$ cat src/rtl/uart_bus_master.sv
// uart_bus_master: turns framed UART bytes into single-word bus accesses and
// sends a short reply through a UART transmitter byte interface.
//   Frames: 'W' a0..a3 d0..d3 | 'R' a0..a3 | 'P'  (all fields little-endian)
//   Replies: 'K' (write ok / ping), 'D' + 4 data bytes (read ok), 'F' (fault),
//            '?' (unknown command).
// Ports:
//   clk, reset          - clock, asynchronous active-low reset
//   rx_valid_in/data_in - received byte strobe and value
//   tx_valid_out/data_out/ready_in - reply byte handshake
//   address_out, read_out, write_out, write_mask_out, write_value_out - bus request
//   read_value_in, ready_in, fault_in - bus completion
//   busy_out            - high whenever a frame or transaction is in progress
module uart_bus_master #(
    parameter int unsigned TIMEOUT       = 1000000,
    parameter int unsigned TIMEOUT_WIDTH = $clog2(TIMEOUT + 1)
) (
    input  logic                     clk,
    input  logic                     reset,
    input  logic                     rx_valid_in,
    input  logic [7:0]               rx_data_in,
    output logic                     tx_valid_out,
    output logic [7:0]               tx_data_out,
    input  logic                     tx_ready_in,
    output logic [31:0]              address_out,
    output logic                     read_out,
    output logic                     write_out,
    output logic [3:0]               write_mask_out,
    output logic [31:0]              write_value_out,
    input  logic [31:0]              read_value_in,
    input  logic                     ready_in,
    input  logic                     fault_in,
    output logic                     busy_out
);

    localparam logic [7:0] CMD_W = 8'h57;
    localparam logic [7:0] CMD_R = 8'h52;
    localparam logic [7:0] CMD_P = 8'h50;
    localparam logic [7:0] RSP_K = 8'h4B;
    localparam logic [7:0] RSP_Q = 8'h3F;
    localparam logic [7:0] RSP_D = 8'h44;
    localparam logic [7:0] RSP_F = 8'h46;

    typedef enum logic [2:0] {
        IDLE = 3'd0,
        ADDR = 3'd1,
        DATA = 3'd2,
        BUS  = 3'd3,
        RESP = 3'd4
    } state_t;

    state_t                   state_q, state_d;
    logic                     is_write_q, is_write_d;
    logic [1:0]               byte_cnt_q, byte_cnt_d;
    logic [TIMEOUT_WIDTH-1:0] timeout_q, timeout_d;
    logic [31:0]              addr_q, addr_d;
    logic [31:0]              wdata_q, wdata_d;
    logic [31:0]              rdata_q, rdata_d;
    logic [2:0]               resp_idx_q, resp_idx_d;
    logic [2:0]               resp_last_q, resp_last_d;
    logic                     tx_valid_q, tx_valid_d;
    logic [7:0]               tx_data_q, tx_data_d;
    logic                     rd_q, rd_d;
    logic                     wr_q, wr_d;
    logic [3:0]               mask_q, mask_d;
    logic [31:0]              addr_out_q, addr_out_d;
    logic [31:0]              wval_q, wval_d;
    logic                     busy_q, busy_d;

    logic timeout_hit_c;
    logic tx_done_c;
    logic rx_cmd_rw_c;

    assign timeout_hit_c = (timeout_q == TIMEOUT_WIDTH'(TIMEOUT));
    assign tx_done_c     = tx_valid_q && tx_ready_in;
    assign rx_cmd_rw_c   = (rx_data_in == CMD_W) || (rx_data_in == CMD_R);

    // State register
    always_ff @(posedge clk or negedge reset) begin
        if (!reset) begin
            state_q <= IDLE;
        end else begin
            state_q <= state_d;
        end
    end

    // Next-state logic; an expired timeout takes priority over a same-cycle byte
    always_comb begin
        state_d = state_q;
        case (state_q)
            IDLE: begin
                if (rx_valid_in) begin
                    state_d = rx_cmd_rw_c ? ADDR : RESP;
                end
            end
            ADDR: begin
                if (timeout_hit_c) begin
                    state_d = IDLE;
                end else if (rx_valid_in && (byte_cnt_q == 2'd3)) begin
                    state_d = is_write_q ? DATA : BUS;
                end
            end
            DATA: begin
                if (timeout_hit_c) begin
                    state_d = IDLE;
                end else if (rx_valid_in && (byte_cnt_q == 2'd3)) begin
                    state_d = BUS;
                end
            end
            BUS: begin
                if (ready_in) begin
                    state_d = RESP;
                end
            end
            RESP: begin
                if (tx_done_c && (resp_idx_q == resp_last_q)) begin
                    state_d = IDLE;
                end
            end
            default: state_d = IDLE;
        endcase
    end

    // Datapath and output next values
    always_comb begin
        is_write_d  = is_write_q;
        byte_cnt_d  = byte_cnt_q;
        timeout_d   = timeout_q;
        addr_d      = addr_q;
        wdata_d     = wdata_q;
        rdata_d     = rdata_q;
        resp_idx_d  = resp_idx_q;
        resp_last_d = resp_last_q;
        tx_valid_d  = tx_valid_q;
        tx_data_d   = tx_data_q;
        rd_d        = rd_q;
        wr_d        = wr_q;
        mask_d      = mask_q;
        addr_out_d  = addr_out_q;
        wval_d      = wval_q;
        busy_d      = (state_d != IDLE);

        case (state_q)
            IDLE: begin
                byte_cnt_d = 2'd0;
                timeout_d  = '0;
                if (rx_valid_in) begin
                    is_write_d = (rx_data_in == CMD_W);
                    if (!rx_cmd_rw_c) begin
                        tx_valid_d  = 1'b1;
                        tx_data_d   = (rx_data_in == CMD_P) ? RSP_K : RSP_Q;
                        resp_idx_d  = 3'd0;
                        resp_last_d = 3'd0;
                    end
                end
            end
            ADDR, DATA: begin
                if (timeout_hit_c) begin
                    timeout_d  = '0;
                    byte_cnt_d = 2'd0;
                end else if (rx_valid_in) begin
                    timeout_d  = '0;
                    byte_cnt_d = byte_cnt_q + 2'd1;
                    if (state_q == ADDR) begin
                        addr_d[{byte_cnt_q, 3'b000} +: 8] = rx_data_in;
                    end else begin
                        wdata_d[{byte_cnt_q, 3'b000} +: 8] = rx_data_in;
                    end
                end else begin
                    timeout_d = timeout_q + TIMEOUT_WIDTH'(1);
                end
            end
            BUS: begin
                if (ready_in) begin
                    rd_d        = 1'b0;
                    wr_d        = 1'b0;
                    mask_d      = 4'h0;
                    addr_out_d  = 32'h0;
                    wval_d      = 32'h0;
                    rdata_d     = read_value_in;
                    tx_valid_d  = 1'b1;
                    resp_idx_d  = 3'd0;
                    if (fault_in) begin
                        tx_data_d   = RSP_F;
                        resp_last_d = 3'd0;
                    end else if (is_write_q) begin
                        tx_data_d   = RSP_K;
                        resp_last_d = 3'd0;
                    end else begin
                        tx_data_d   = RSP_D;
                        resp_last_d = 3'd4;
                    end
                end
            end
            RESP: begin
                if (tx_done_c) begin
                    if (resp_idx_q == resp_last_q) begin
                        tx_valid_d = 1'b0;
                        tx_data_d  = 8'h00;
                    end else begin
                        // Byte n (n>=1) of a read reply is read-data byte n-1
                        resp_idx_d = resp_idx_q + 3'd1;
                        tx_data_d  = rdata_q[{resp_idx_q[1:0], 3'b000} +: 8];
                    end
                end
            end
            default: ;
        endcase

        // Present the request the cycle after the final frame byte
        if ((state_d == BUS) && (state_q != BUS)) begin
            rd_d       = !is_write_q;
            wr_d       = is_write_q;
            mask_d     = is_write_q ? 4'hF : 4'h0;
            addr_out_d = {addr_d[31:2], 2'b00};
            wval_d     = is_write_q ? wdata_d : 32'h0;
        end
    end

    // Datapath registers
    always_ff @(posedge clk or negedge reset) begin
        if (!reset) begin
            is_write_q  <= 1'b0;
            byte_cnt_q  <= 2'd0;
            timeout_q   <= '0;
            addr_q      <= 32'h0;
            wdata_q     <= 32'h0;
            rdata_q     <= 32'h0;
            resp_idx_q  <= 3'd0;
            resp_last_q <= 3'd0;
            tx_valid_q  <= 1'b0;
            tx_data_q   <= 8'h00;
            rd_q        <= 1'b0;
            wr_q        <= 1'b0;
            mask_q      <= 4'h0;
            addr_out_q  <= 32'h0;
            wval_q      <= 32'h0;
            busy_q      <= 1'b0;
        end else begin
            is_write_q  <= is_write_d;
            byte_cnt_q  <= byte_cnt_d;
            timeout_q   <= timeout_d;
            addr_q      <= addr_d;
            wdata_q     <= wdata_d;
            rdata_q     <= rdata_d;
            resp_idx_q  <= resp_idx_d;
            resp_last_q <= resp_last_d;
            tx_valid_q  <= tx_valid_d;
            tx_data_q   <= tx_data_d;
            rd_q        <= rd_d;
            wr_q        <= wr_d;
            mask_q      <= mask_d;
            addr_out_q  <= addr_out_d;
            wval_q      <= wval_d;
            busy_q      <= busy_d;
        end
    end

    assign tx_valid_out    = tx_valid_q;
    assign tx_data_out     = tx_data_q;
    assign address_out     = addr_out_q;
    assign read_out        = rd_q;
    assign write_out       = wr_q;
    assign write_mask_out  = mask_q;
    assign write_value_out = wval_q;
    assign busy_out        = busy_q;

endmodule

$ cat config.mk
export PLATFORM = sky130hd
export DESIGN_NAME = uart_bus_master
export DESIGN_NICKNAME = d
export VERILOG_FILES = /design/src/rtl/uart_bus_master.sv
export SDC_FILE = /design/constraint.sdc
export NUM_CORES = 1
export LEC_CHECK = 0
export CORE_UTILIZATION = 55
export DETAILED_ROUTE_END_ITERATION = 7
export PLACE_DENSITY_LB_ADDON = 0.1
export SETUP_SLACK_MARGIN = 0.15
export SLEW_MARGIN = 20
export SYNTH_ARGS = -nofsm -noshare
export SYNTH_HDL_FRONTEND = slang
export SYNTH_SLANG_ARGS = --single-unit
$ cat constraint.sdc
create_clock -name clk -period 3.2 [get_ports clk]
set_clock_uncertainty 0.05 [all_clocks]
set_input_delay 0.48 -clock clk [delete_from_list [all_inputs] [get_ports clk]]
set_output_delay 0.48 -clock clk [all_outputs]
set_load 0.005 [all_outputs]
---- Word-level counts from Yosys, hierarchy flattened ----
Index checks and enable logic that the tools add are counted.
storage, ports and cells
  register bits ........................... 208
  logic and storage cells ................. 132
cells by class
  add/subtract/negate cells ............... 4
  equality and inequality tests ........... 19
  shifts and indexed selects .............. 3
  mux-type cells .......................... 64
  bitwise logic cells ..................... 1
  reductions and logical operators ........ 23
operators by type and width
  kind                      number
  $mux W32                  13
  $bwmux W32                2
  $mux W3                   16
  $mux W20                  2
  $mux W8                   5
  $pmux W20 S2              1
  $shift A8 B7 Y32 const A  1
  $shiftx A32 B6 Y8         1
  $shiftx A8 B7 Y32         1
  $eq A8 B7 Y1 const B      3
  $mux W4                   6
  $pmux W8 S3               1
  $add A20 B1 Y20 const B   1
  $eq A20 B20 Y1 const B    1
  $pmux W3 S5               1
  $ne A2 B2 Y1 const B      6
  $reduce_and A6 Y1         2
  $mux W1                   10
  $eq A3 B2 Y1 const B      3
  $pmux W3 S3               1
  $reduce_and A2 Y1         4
  $reduce_and A4 Y1         2
  $reduce_bool A2 Y1        4
  $mux W7                   1
  other kinds (21)          26

---- Longest topological paths before layout ----
  word-level depth ........................ 9
  depth in mapped cells ................... 9
  depth with buffers taken out ............ 7

---- Worst setup path after synthesis ----
Ideal clock, no wire load.
  path type ............................... reg2reg
  from .................................... register byte_cnt_q[0]
  to ...................................... register addr_out_q[17], in the netlist address_out[17]
  library setup time ...................... 0.064 ns
  data arrival time ....................... 2.255 ns
  path slack .............................. 0.831 ns
  stages on the path, launching flop included .. 9
  path buffers ............................ 1
  period minus slack after synthesis ...... 2.369 ns
  path through ............................ dfrtp_1 clkbuf_1 inv_1 ha_1 nand2b_1 nor3_1 o211a_1 a22o_1 mux2_2
between the ends
  elaborated cells between the ends (all ways) .. 21
  classes of those cells .................. 1 x add/sub; 2 x eq/ne; 2 x shift; 11 x mux; 5 x reduce/logical
RTL lines
  element                                                       RTL line  text
  start, declared                                               53        logic [1:0] byte_cnt_q, byte_cnt_d;
  start signal, assigned                                        240       byte_cnt_q <= byte_cnt_d;
  $neg A5 Y7 *                                                  164       addr_d[{byte_cnt_q, 3'b000} +: 8] = rx_data_in;
  $shiftx A8 B7 Y32 / $shift A8 B7 Y32 (equally long branches)  164
  $bwmux W32 *                                                  164
  $mux W32 *                                                    163       if (state_q == ADDR) begin
  $mux W32 *                                                    160       end else if (rx_valid_in) begin
  $mux W32 *                                                    157       if (timeout_hit_c) begin
  $mux W32 *                                                    142       case (state_q)
  via addr_d[17]                                                55        logic [31:0] addr_q, addr_d;
  $mux W32 *                                                    210       if ((state_d == BUS) && (state_q != BUS)) begin
  end signal, assigned                                          252       addr_out_q <= addr_out_d;
  end, declared                                                 65        logic [31:0] addr_out_q, addr_out_d;
Mark *: on every way through the listed nets, which the timed path passes. The rest lies on a longest branch.
A chain may end at the register's enable or synchronous reset.

---- Final worst setup path ----
  from .................................... register state_q[0]
  to ...................................... register wval_q[1], in the netlist write_value_out[1]
between the ends
  word-level cells in the longest chain between the ends .. 7
  elaborated cells between the ends (all ways) .. 26
  classes of those cells .................. 6 x eq/ne; 14 x mux; 6 x reduce/logical
RTL lines
  element                                                          RTL line  text
  start, declared                                                  51        state_t state_q, state_d;
  start signal, assigned                                           82        state_q <= state_d;
  $mux W3, or another cell as far along                            105       end else if (rx_valid_in && (byte_cnt_q == 2'd3)) begin
  $mux W3, or another cell as far along                            103       if (timeout_hit_c) begin
  $pmux W3 S5 / $mux W32 (equally long branches)                   89, 160
  $eq A3 B2 Y1 / $mux W32 (equally long branches)                  210, 157
  $logic_and A1 B1 Y1 / $mux W32 (equally long branches)           210, 142
  $reduce_bool A2 Y1 (no line) / $mux W32 (equally long branches)  n/a
  $reduce_and A2 Y1 (no line) / $mux W32 (equally long branches)   n/a
  end signal, assigned                                             253       wval_q <= wval_d;
  end, declared                                                    66        logic [31:0] wval_q, wval_d;
Parallel ways exist; a longest one is shown, timed or not.

==> impl_metrics.py <==
metrics = {
    "run_status": {
        "status": "complete, no violations",
    },
    "global_route": {
        "grt_pass1_vias": 6815,
        "grt_pass1_wl_mm": 34.7,
        "overflow": 0,
        "grt_antenna_before_repair": 0,
        "grt_usage_pct": 26.8,
        "grt_max_degree": 80,
    },
    "clock_network": {
        "cts_resized": 0,
        "cts_tree": "yes",
        "cts_root_buf": "clkbuf_16",
        "clk_pin_slew_worst_paths_ns": 0.07,
        "clockBufferDepth": 2,
        "hold_buffers": 0,
        "clk_latency_ns": 0.44,
        "cts_setup_buffers": 0,
        "cts_sinks": 198,
        "cts_buffers": 17,
        "htree_levels": 4,
    },
    "final_layout": {
        "antenna_cells": 0,
        "ff_latch_area_um2": 4950,
        "fin_nets": 991,
        "final_cells": 1165,
        "layout_common_cells": "198 x dfrtp_1, 169 x nand2_1, 122 x clkdlybuf4s50_1, 35 x and2_1",
        "layout_commonest_cell": "dfrtp_1",
        "nFillCells": 1222,
        "area_growth_pct": 22.6,
        "multi_input_area_um2": 3670,
        "layout-drive-gt1-share_pct": 9.38,
    },
    "synthesis": {
        "ys_types": 66,
        "synthArstFlopShare_pct": 100,
        "yosysWarnings": 0,
        "synth_edf_count": 0,
        "syn-cell-area_um2": 9000,
        "ys_seq_area_share_pct": 55.0,
        "synth_seq_cells": 198,
        "syn_area_per_cell_um2": 11.0,
        "synth_flop_cell": "dfrtp_1",
        "synthCells": 818,
    },
    "die": {
        "start_util_pct": 56.5,
        "boundaryPins": 126,
        "fp.dieW_um": 130,
        "coreArea_um2": 15900,
        "die_area_um2": 16900,
        "num_rows": 46,
        "die_h_um": 130,
    },
    "drt": {
        "via_count": 6877,
        "first_pass_iters": 7,
        "via_per_inst": 5.90,
        "drtAntennaViolNets": 0,
        "drt_wl_total_mm": 21.3,
        "wl_per_cell_um": 18.3,
        "route.detailed.drc": 0,
        "drtIter0Drc": 484,
    },
    "timing": {
        "final-hold-violation-count": 0,
        "final.period_utilization_pct": 89.3,
        "tightest_slew_ns": 1.03,
        "finalMaxSlewViolations": 0,
        "rsz0062_at_grt": "no",
        "setup_tns_ns": 0,
        "setup_slack_ns": 0.343,
        "slew_headroom_pct": 31.1,
        "final.min_clock_period_ns": 2.86,
        "setup_viol": 0,
        "fmax_mhz": 350,
    },
    "worst_setup_path": {
        "cp_max_fo": 26,
        "cp.required_ns": 3.52,
        "critPathTopFamily": "simple AND/OR/NAND/NOR gates",
        "cp-start-kind": "register",
        "cp-end-kind": "register",
        "cp.arrival_ns": 3.18,
        "crit_type": "register to register",
        "crit_buf_inv": 0,
        "slowest_delay_ns": 0.84,
        "r2r_setup_slack_ns": 0.34,
        "cp_cell_sequence": "or4b_4, nor4_4, nor3_2, nor3_4, a22o_1",
        "slowest_stage": "nor3_4",
    },
    "placement": {
        "dp_hpwl_mm": 14.7,
        "place_inst": 1133,
        "gp_congestion": 0.823,
        "io_buffers": 123,
        "dp_slack_ns": 0.0180,
    },
    "run": {
        "cap_violations": 0,
    },
    "power": {
        "pwr_density_cell_nw_per_um2": 496,
        "vdd_ir_drop_max_uv": 307,
        "p_leak_nw": 5.21,
        "report.power.total_w": 0.00548,
    },
    "min_path": {
        "hold_path_class": "input pin to async pin",
    },
}
metrics by stage:
step | hold WS (ns) | cell area, µm² | utilization (%)
floorplan | 0.134 | 9010 | -
finish | 0.000822 | 11000 | 69.2
global placement | 0.405 | 10500 | 65.7
CTS | 0.0318 | 11000 | 69.2
global route | 0.0603 | 11000 | 69.2
detailed placement | 0.405 | 10500 | 65.7
registers in the layout (all words and copies together), names as in the netlist, 2 cells and up:
register and cells:
tx_data_out 8, timeout_q 20, wdata_q 32, addr_q 30, address_out 30, rdata_q 32, byte_cnt_q 2, resp_idx_q 3
write_value_out 32, state_q 3
synth_stat cells (all sizes together) (9+ instances only):
master,count,area share [%]
ha,9,1.3
a22o,34,3.3
nand3,11,0.61
xor2,11,1.1
nand2,170,7.1
inv,34,1.4
nor2,19,0.79
a21oi,19,1.1
o2bb2ai,27,2.6
mux2i,17,1.9
mux2,20,2.5
dfrtp,198,55
a32oi,15,1.5
o21ai,11,0.61
buf,24,1.9
and2,35,2.4
a32o,14,1.6
clkbuf,26,1.1
power breakdown:
part           switching (W)  internal, W
logic               0.000387     0.000347
registers           0.000108      0.00258
clock network       0.000945      0.00111
total                0.00144      0.00404
cell families (layout without fill, tap and decap cells):
group                    Yosys count  after routing  share of synthesized area (%)
AO/OA/AOI/OAI                    163            163                           14.6
XOR/XNOR                          15             15                           1.46
adder cells (fa/ha/maj)            9              9                           1.25
buffers and inverters             84            214                           4.36
flip-flops                       198            198                           55.0
multiplexers                      45             45                           6.39
other                              1              2                         0.0416
AND/OR/NAND/NOR                  303            303                           16.9
layout make-up:
cell class / count / share of cell area [%]
Clock buffer: 20 / 4.05
Timing Repair Buffer: 148 / 13.1
Sequential cell: 198 / 44.9
Inverter: 34 / 1.16
Clock inverter: 12 / 1.09
Tap cell: 216 / 2.45
Multi-Input combinational cell: 537 / 33.2
path summary, 6_finish.rpt:
kind                        startpoint                  to  depth (start not counted)
max                         state_q[0]  write_value_out[1]                          5
min                              reset       timeout_q[12]                          1
max reg2reg                 state_q[0]  write_value_out[1]                          5
min reg2reg                wdata_q[13]         wdata_q[13]                          2
max in group asynchronous        reset         rdata_q[15]                          2
min in group clk           wdata_q[13]         wdata_q[13]                          2
layer usage:
metal  GRT usage [%]  share of wire [%]  vias up
li1                -                  -     3142
met1            37.2                 44     3462
met2            42.5                 49      239
met3            4.96                5.7       34
met4            9.37                1.8        0
met5               0                  0        -
Note: power is estimated with default switching activity, not from simulation.
